## src/rtl/alu_mc.sv

```systemverilog
// Multi-cycle unsigned ALU: single-cycle ADD/SUB, iterative shift-add MUL and restoring DIV.
// One operation in flight; valid/ready handshakes on operand and result sides.
module alu_mc #(
    parameter int unsigned DATA_SIZE   = 8,
    parameter int unsigned OPCODE_SIZE = 2
) (
    input  logic                   clk,
    input  logic                   rst_n,
    input  logic                   in_valid,
    output logic                   in_ready,
    input  logic [DATA_SIZE-1:0]   data_a,
    input  logic [DATA_SIZE-1:0]   data_b,
    input  logic [OPCODE_SIZE-1:0] opcode,
    output logic                   out_valid,
    input  logic                   out_ready,
    output logic [DATA_SIZE-1:0]   out,
    output logic [DATA_SIZE-1:0]   out_hi,
    output logic                   carry,
    output logic                   zero,
    output logic                   div_zero
);
    localparam int unsigned CW = $clog2(DATA_SIZE);

    localparam logic [OPCODE_SIZE-1:0] OP_ADD = OPCODE_SIZE'(0);
    localparam logic [OPCODE_SIZE-1:0] OP_SUB = OPCODE_SIZE'(1);
    localparam logic [OPCODE_SIZE-1:0] OP_MUL = OPCODE_SIZE'(2);
    localparam logic [OPCODE_SIZE-1:0] OP_DIV = OPCODE_SIZE'(3);

    typedef enum logic [1:0] {
        S_IDLE = 2'd0,
        S_BUSY = 2'd1,
        S_DONE = 2'd2
    } state_t;

    state_t               state;
    logic                 op_div;
    logic [DATA_SIZE-1:0] opnd;
    logic [DATA_SIZE-1:0] work_hi;
    logic [DATA_SIZE-1:0] work_lo;
    logic [CW-1:0]        cnt;

    logic [DATA_SIZE:0]   add_sum;
    logic [DATA_SIZE-1:0] sub_diff;
    logic [DATA_SIZE:0]   mul_sum;
    logic [DATA_SIZE:0]   div_rs;
    logic [DATA_SIZE:0]   div_rem;
    logic                 div_ge;
    logic [DATA_SIZE-1:0] step_hi;
    logic [DATA_SIZE-1:0] step_lo;

    assign in_ready  = (state == S_IDLE);
    assign out_valid = (state == S_DONE);

    // Single-cycle ops plus one iteration of the multiply/divide datapath.
    // MUL: {work_hi,work_lo} holds {partial product, remaining multiplier bits}.
    // DIV: work_hi is the partial remainder, work_lo shifts dividend out and quotient in.
    always_comb begin
        add_sum  = {1'b0, data_a} + {1'b0, data_b};
        sub_diff = data_a - data_b;
        mul_sum  = {1'b0, work_hi} + (work_lo[0] ? {1'b0, opnd} : '0);
        div_rs   = {work_hi, work_lo[DATA_SIZE-1]};
        div_ge   = (div_rs >= {1'b0, opnd});
        div_rem  = div_ge ? (div_rs - {1'b0, opnd}) : div_rs;
        if (op_div) begin
            step_hi = div_rem[DATA_SIZE-1:0];
            step_lo = {work_lo[DATA_SIZE-2:0], div_ge};
        end else begin
            step_hi = mul_sum[DATA_SIZE:1];
            step_lo = {mul_sum[0], work_lo[DATA_SIZE-1:1]};
        end
    end

    always_ff @(posedge clk or negedge rst_n) begin
        if (!rst_n) begin
            state    <= S_IDLE;
            op_div   <= 1'b0;
            opnd     <= '0;
            work_hi  <= '0;
            work_lo  <= '0;
            cnt      <= '0;
            out      <= '0;
            out_hi   <= '0;
            carry    <= 1'b0;
            zero     <= 1'b0;
            div_zero <= 1'b0;
        end else begin
            case (state)
                S_IDLE: begin
                    if (in_valid) begin
                        case (opcode)
                            OP_SUB: begin
                                out      <= sub_diff;
                                out_hi   <= '0;
                                carry    <= (data_a < data_b);
                                zero     <= (sub_diff == '0);
                                div_zero <= 1'b0;
                                state    <= S_DONE;
                            end
                            OP_MUL: begin
                                op_div  <= 1'b0;
                                opnd    <= data_a;
                                work_hi <= '0;
                                work_lo <= data_b;
                                cnt     <= CW'(DATA_SIZE - 1);
                                state   <= S_BUSY;
                            end
                            OP_DIV: begin
                                if (data_b == '0) begin
                                    out      <= '1;
                                    out_hi   <= data_a;
                                    carry    <= 1'b0;
                                    zero     <= 1'b0;
                                    div_zero <= 1'b1;
                                    state    <= S_DONE;
                                end else begin
                                    op_div  <= 1'b1;
                                    opnd    <= data_b;
                                    work_hi <= '0;
                                    work_lo <= data_a;
                                    cnt     <= CW'(DATA_SIZE - 1);
                                    state   <= S_BUSY;
                                end
                            end
                            default: begin
                                // OP_ADD and any undefined opcode
                                out      <= add_sum[DATA_SIZE-1:0];
                                out_hi   <= '0;
                                carry    <= add_sum[DATA_SIZE];
                                zero     <= (add_sum[DATA_SIZE-1:0] == '0);
                                div_zero <= 1'b0;
                                state    <= S_DONE;
                            end
                        endcase
                    end
                end
                S_BUSY: begin
                    work_hi <= step_hi;
                    work_lo <= step_lo;
                    cnt     <= cnt - CW'(1);
                    if (cnt == '0) begin
                        out      <= step_lo;
                        out_hi   <= step_hi;
                        carry    <= 1'b0;
                        zero     <= (step_lo == '0);
                        div_zero <= 1'b0;
                        state    <= S_DONE;
                    end
                end
                S_DONE: begin
                    if (out_ready) begin
                        state <= S_IDLE;
                    end
                end
                default: state <= S_IDLE;
            endcase
        end
    end
endmodule

```

## config.mk

```make
export PLATFORM = sky130hd
export DESIGN_NAME = alu_mc
export DESIGN_NICKNAME = d
export VERILOG_FILES = /design/src/rtl/alu_mc.sv
export SDC_FILE = /design/constraint.sdc
export NUM_CORES = 1
export LEC_CHECK = 0
export BUFFER_PORTS_ARGS = -buffer_cell sky130_fd_sc_hd__buf_4
export CAP_MARGIN = 30
export CORE_UTILIZATION = 25
export DETAILED_ROUTE_END_ITERATION = 12
export SYNTH_ARGS = -nofsm -noshare
export SYNTH_HDL_FRONTEND = slang
export SYNTH_SLANG_ARGS = --single-unit
export TNS_END_PERCENT = 50
```

## constraint.sdc

```tcl
create_clock -name clk -period 2.57 [get_ports clk]
set_clock_uncertainty 0.2 [all_clocks]
set_input_delay 0.257 -clock clk [delete_from_list [all_inputs] [get_ports clk]]
set_output_delay 0.257 -clock clk [all_outputs]
set_load 0.05 [all_outputs]
```

---- Word-level counts from Yosys, hierarchy flattened ----
Index checks and enable logic that the tools add are counted.
operators by class
  add/subtract/negate cells ............... 5
  reductions and logical operators ........ 12
  magnitude comparators ................... 2
  mux-type cells .......................... 49
  equality and inequality tests ........... 13
operators by type and width
  operator                                       count
  case mux 8 bit (2 select lines)                8
  two-way mux 8 bit                              15
  logical NOT 8 bit                              4
  case mux 8 bit (3 select lines)                1
  adder 8 x 8 -> 9 bit                           2
  subtractor 8 bit                               2
  case mux 3 bit (2 select lines)                2
  case mux 1 bit (2 select lines)                5
  greater-or-equal comparator 9 x 8 -> 1 bit     1
  less-than comparator 8 bit                     1
  two-way mux 1 bit                              8
  two-way mux 2 bit                              4
  inequality test 2 bit, second input constant   4
  AND reduction 4 bit                            2
  == test 2 bit, second input constant           3
  two-way mux 3 bit                              2
  inequality test 3 bit, second input constant   2
  case mux 1 bit (3 select lines)                2
  case mux 2 bit (3 select lines)                1
  AND reduction 5 bit                            1
  == test 2 x 1 -> 1 bit, second input constant  2
  case mux 2 bit (2 select lines)                1
  nonzero test 2 bit                             2
  logical NOT 3 bit                              1
  5 further kinds                                5
word-level totals
  bits in registers ....................... 49
  logic and storage cells ................. 92

---- Depth between registers and ports, before layout ----
  depth in word-level cells ............... 6
  depth in mapped cells ................... 11
  mapped depth without buffers ............ 11

---- Least setup slack after synthesis ----
No wires, ideal clock.
  kind .................................... reg-to-reg
  start point ............................. reg state[0]
  end point ............................... reg zero
  data required time ...................... 2.301 ns
  buffers on the path ..................... 0
  setup slack ............................. -0.094 ns
  library setup time ...................... 0.069 ns
  arrival ................................. 2.395 ns
  cell stages (with the launch flop) ...... 6
  clock period less this slack ............ 2.664 ns
  path through ............................ dfrtp_1 nor2_1 nand4_1 or4_1 or4b_1 nand3_1
on the way
  word-level cells in the longest chain between the ends .. 3
  elaborated cells on any way between the ends .. 9
RTL lines
  what                                                            line  RTL
  start, declared                                                 35    state_t state;
  start signal, assigned                                          75    state <= S_IDLE;
  start signal, assigned                                          97    state <= S_DONE;
  start signal, assigned                                          105   state <= S_BUSY;
  logical NOT 2 bit *                                             --
  via in_ready                                                    10    output logic in_ready,
  inequality test 3 bit (no source line) (tied with other cells)  --
  AND reduction 5 bit (no source line)                            --
  end signal, assigned                                            95    zero <= (sub_diff == '0);
  end signal, assigned                                            129   zero <= (add_sum[DATA_SIZE-1:0] == '0);
  end signal, assigned                                            144   zero <= (step_lo == '0);
  end, declared                                                   19    output logic zero,
Mark *: on every way through the listed nets, which the timed path passes. The rest lies on a longest branch.
A chain may end at the register's enable or synchronous reset.

---- Final worst setup path ----
  start point ............................. reg work_lo[7]
  end point ............................... reg out_hi[6]
on the way
  word-level cells in the longest chain between the ends .. 5
  elaborated cells on any way between the ends .. 6
RTL lines
  what                                                                            line    RTL
  start, declared                                                                 39      logic [DATA_SIZE-1:0] work_lo;
  start signal, assigned                                                          103     work_lo <= data_b;
  start signal, assigned                                                          119     work_lo <= data_a;
  start signal, assigned                                                          138     work_lo <= step_lo;
  subtractor 8 bit or greater-or-equal comparator 9 x 8 -> 1 bit (tied branches)  63, 62
  two-way mux 8 bit *                                                             63      div_rem = div_ge ? (div_rs - {1'b0, opnd}) : div_rs;
  two-way mux 8 bit *                                                             64      if (op_div) begin
  two-way mux 8 bit *                                                             140     if (cnt == '0) begin
  case mux 8 bit (2 select lines) *                                               87      case (state)
  end signal, assigned                                                            110     out_hi <= data_a;
  end signal, assigned                                                            142     out_hi <= step_hi;
  end, declared                                                                   17      output logic [DATA_SIZE-1:0] out_hi,
Every way passes the cells marked *; elsewhere a longest branch is shown, timed or not. The select of a mux whose other input is x is not followed.

==> metrics.md <==
| Metric | Value |
|---|---|
| Via count | 3867 |
| Worst Path Arrival | 2.51 ns |
| CTS buffer count | 5 |
| Site Rows | 45 |
| Worst slack at placement | -0.154 ns |
| Cells on worst reg2reg path | 11 |
| Net Count, Synth | 537 |
| Register area share after synthesis | 30.8% |
| Pins Over Slew Limit | 0 |
| Placer Congestion | 0.919 |
| Non-filler instance count after layout | 772 |
| Grt total ovfl | 0 |
| Hold Path Class | in2reg |
| Clock power frac | 13.5% |
| Sw Ratio | 46.8% |
| Worst Setup Slack, final | 0.0272 ns |
| Antenna cells | 0 |
| Remaining DRCs | 0 |
| FMAX | 0.393 GHz |
| Avg Vias per Cell | 5.01 |
| DR WL/cell | 16.3 µm |
| Final HPWL DP | 9830 µm |
| Reg power frac | 22.0% |
| Vias in the first global route | 3841 |
| Cell Chain, Critical Path | inv_2 > ha_2 > inv_1 > fa_2 > a211oi_2 > o21bai_1 > a21oi_1 > xnor2_1 > mux2_4 > a211oi_2 > o21ai_1 |
| Relative slew slack | 56.7% |
| Most used DFF post-synth | dfrtp_1 |
| Starting DRT DRC Count | 291 |
| First-pass GRT wire length | 19900 µm |
| Share of cells above drive strength 1 | 24.4% |
| Critical path buffers and inverters | 2 |
| Synth area leader | dfrtp_1 |
| Core footprint | 15400 µm² |
| I/O Pins | 43 |
| Fin crit share | 98.9% |
| Fin nets | 620 |
| # port buffers | 42 |
| Worst reg2reg setup slack | 0.03 ns |
| Clock Path Buffers | 2 |
| Critical path's largest stage delay | 0.39 ns |
| CTS Root Cell | clkbuf_16 |
| Max cap viols | 0 |
| Peak VDD IR | 0.406 mV |
| Sw power | 2.96 mW |
| Post-synth top area share | 30.8% |
| R2r endpoint | out_hi[6]$_DFFE_PN0P_ |
| Largest net degree at the start of global routing | 50 |
| Critical path endpoint category | flip-flop |
| Leakage power | 2.51 nW |
| Hold Fails Final Rpt | 0 |
| Die footprint | 16400 µm² |
| Number of synthesized register bits | 49 |
| Cells on Worst Hold Path | 3 |
| Req. time, crit path | 2.53 ns |
| Hold_ws | 0.0603 ns |
| Die extent in y | 128 µm |
| All-layer global routing usage | 15.5% |
| CTS HTree Levels | 2 |
| Post-layout util | 34.2% |
| CTS tree | built |
| Unique masters post-synth | 58 |
| Critical path startpoint category | flip-flop |
| RSZ-0062 raised after global routing | true |
| DR pass1 iterations | 5 |
| Slowest-stage cell, CP | dfrtp_1 |
| Hold EP | out_hi[3]$_DFFE_PN0P_ |
| Final WL | 12600 µm |
| Crit-path most repeated cell | a211oi_2 |
| Post-synth EDFFs | 0 |
| Crit path max-delay family | compound AO/OA/AOI/OAI gates |
| CP max FO | 2 |
| Post-route ant nets | 0 |
| Yosys warns | 0 |
| Synth-to-layout area growth | 32.0% |
| Starting Density | 25.9% |
| Final setup vio count | 0 |
| Avg Cell Area, Syn | 8.34 µm² |
| Power Total | 6.32 mW |
| Fraction of registers with async set or reset after synthesis | 100% |
| CTS clk-pin slew, worst paths | 0.07 ns |
| Internal power | 3.36 mW |
| Hold Crit Start | data_a[3] |
| TritonCTS Sinks | 49 |
| Largest cells by area after synthesis | dfrtp_1 (31%), ha_1 (11%), nand2_1 (5.7%) |
| Worst R2R Start | work_lo[7]$_DFFE_PN0P_ |
| Cell Count Post-Placement | 761 |
| Initial antenna violation count | 0 |
| Mapped Cells | 477 |
| Power density over the cells | 1200 nW/µm² |
| Min cycle time layout | 2.54 ns |
| Slew @ Worst Pin | 0.650 ns |
| Post-synth design cell area | 3980 µm² |
| Worst setup path class | reg2reg |
| Run status | finished clean |
| Die Wd | 128 µm |
| Logic pwr share | 64.5% |
| Worst-Skew Late Latency | 0.29 ns |
==> metrics by stage <==
stage	TNS, ns	instance area, µm²
after floorplan	0	3980
after global placement	-0.222	4930
after detailed placement	-0.560	4930
after CTS	0	5180
after global routing	-0.247	5250
final	0	5250
==> layout by cell type (no fill, tap or decap), types with 4 or more instances in the layout <==
master	n
xor2_1	10
a311oi_1	4
nor2_1	31
nand2_1	59
ha_1	33
dfrtp_1	49
nor2b_1	10
a211oi_1	9
a211oi_2	5
buf_4	95
clkbuf_16	5
a31oi_1	5
nand3_1	9
and2_1	9
inv_1	27
nor3_1	8
mux2i_1	12
a21oi_1	21
a22oi_1	6
nand2b_1	10
a21o_1	13
o21ai_0	34
xnor2_1	10
==> per-layer routing <==
| layer | global-route usage, % | share of wire [%] |
|---|---|---|
| met1 | 20.6 | 47 |
| met2 | 26.9 | 48 |
| met3 | 1.63 | 3.3 |
| met4 | 3.88 | 1.5 |
| met5 | 0 | 0 |
==> worst reg2reg max path, stage by stage, from the launching register on <==
cell and delay (ns):
dfrtp_1 0.39, inv_2 0.07, ha_2 0.17, inv_1 0.05, fa_2 0.36, a211oi_2 0.25, o21bai_1 0.13, a21oi_1 0.18
xnor2_1 0.08, mux2_4 0.27, a211oi_2 0.18, o21ai_1 0.09
==> cells in the mapped netlist (10+ instances only) <==
library cell  number
clkbuf_1          20
and2_1            10
o21ai_0           36
nand2b_1          10
nor3_1            10
xor2_1            10
nand2_1           60
a211oi_1          15
dfrtp_1           49
mux2i_1           12
a21o_1            13
nor2_1            33
ha_1              34
inv_1             28
nor2b_1           10
a21oi_1           24
xnor2_1           11
==> power groups by stage <==
stage | sequential (mW) | combinational (mW) | clock, mW
after floorplan | 1.74 | 2.05 | 0
after global placement | 1.39 | 3.77 | 0
after detailed placement | 1.40 | 3.83 | 0
after CTS | 1.39 | 3.92 | 0.869
after global routing | 1.43 | 4.42 | 0.886
final | 1.39 | 4.08 | 0.853
==> flip-flops by register name (all words and copies together) (netlist names) <==
register,flops
work_lo,8
out_hi,8
zero,1
div_zero,1
work_hi,8
carry,1
out,8
opnd,8
op_div,1
state,2
cnt,3
==> cell type report <==
type                    instances  area [µm²]
well taps                     211         264
repair buffers                100         793
fillers                      1566       10100
clock buffers                   5         125
clock inverters                 3        65.1
multi-input cells             376        2670
inverters                      28         105
flip-flops and latches         49        1230
==> timing repair <==
item / 4_1_cts / 5_1_grt
hold endpoints to repair: 50 / 0
setup endpoints to repair: 7 / 13
resized for setup: 8 / 19
setup buffers: 1 / 0
cloned: 0 / 0
hold buffers: 2 / 0
pin swaps: 2 / 5
==> worst max path at each step <==
stage	start	endpoint	slack, ns	depth (start not counted)
after floorplan	work_hi[2]$_DFFE_PN0P_	work_hi[6]$_DFFE_PN0P_	0.07	8
after CTS	work_lo[7]$_DFFE_PN0P_	out_hi[6]$_DFFE_PN0P_	0.005	11
final	work_lo[7]$_DFFE_PN0P_	out_hi[6]$_DFFE_PN0P_	0.03	11
after detailed placement	data_a[0]	zero$_DFFE_PN0P_	-0.15	12
after global routing	work_lo[7]$_DFFE_PN0P_	out_hi[6]$_DFFE_PN0P_	-0.07	11
after global placement	data_a[0]	zero$_DFFE_PN0P_	-0.15	12
==> cell families (layout without fill, tap and decap cells) <==
family	count (synthesis)	after routing	share of synthesized area [%]
xor+xnor	21	21	4.62
simple gates	163	163	20.0
mux	15	15	3.87
buf+inv	52	136	4.97
compound gates	139	139	23.0
flops	49	49	30.8
fa+ha+maj	38	38	12.7
(Power assumes the default switching activity.)
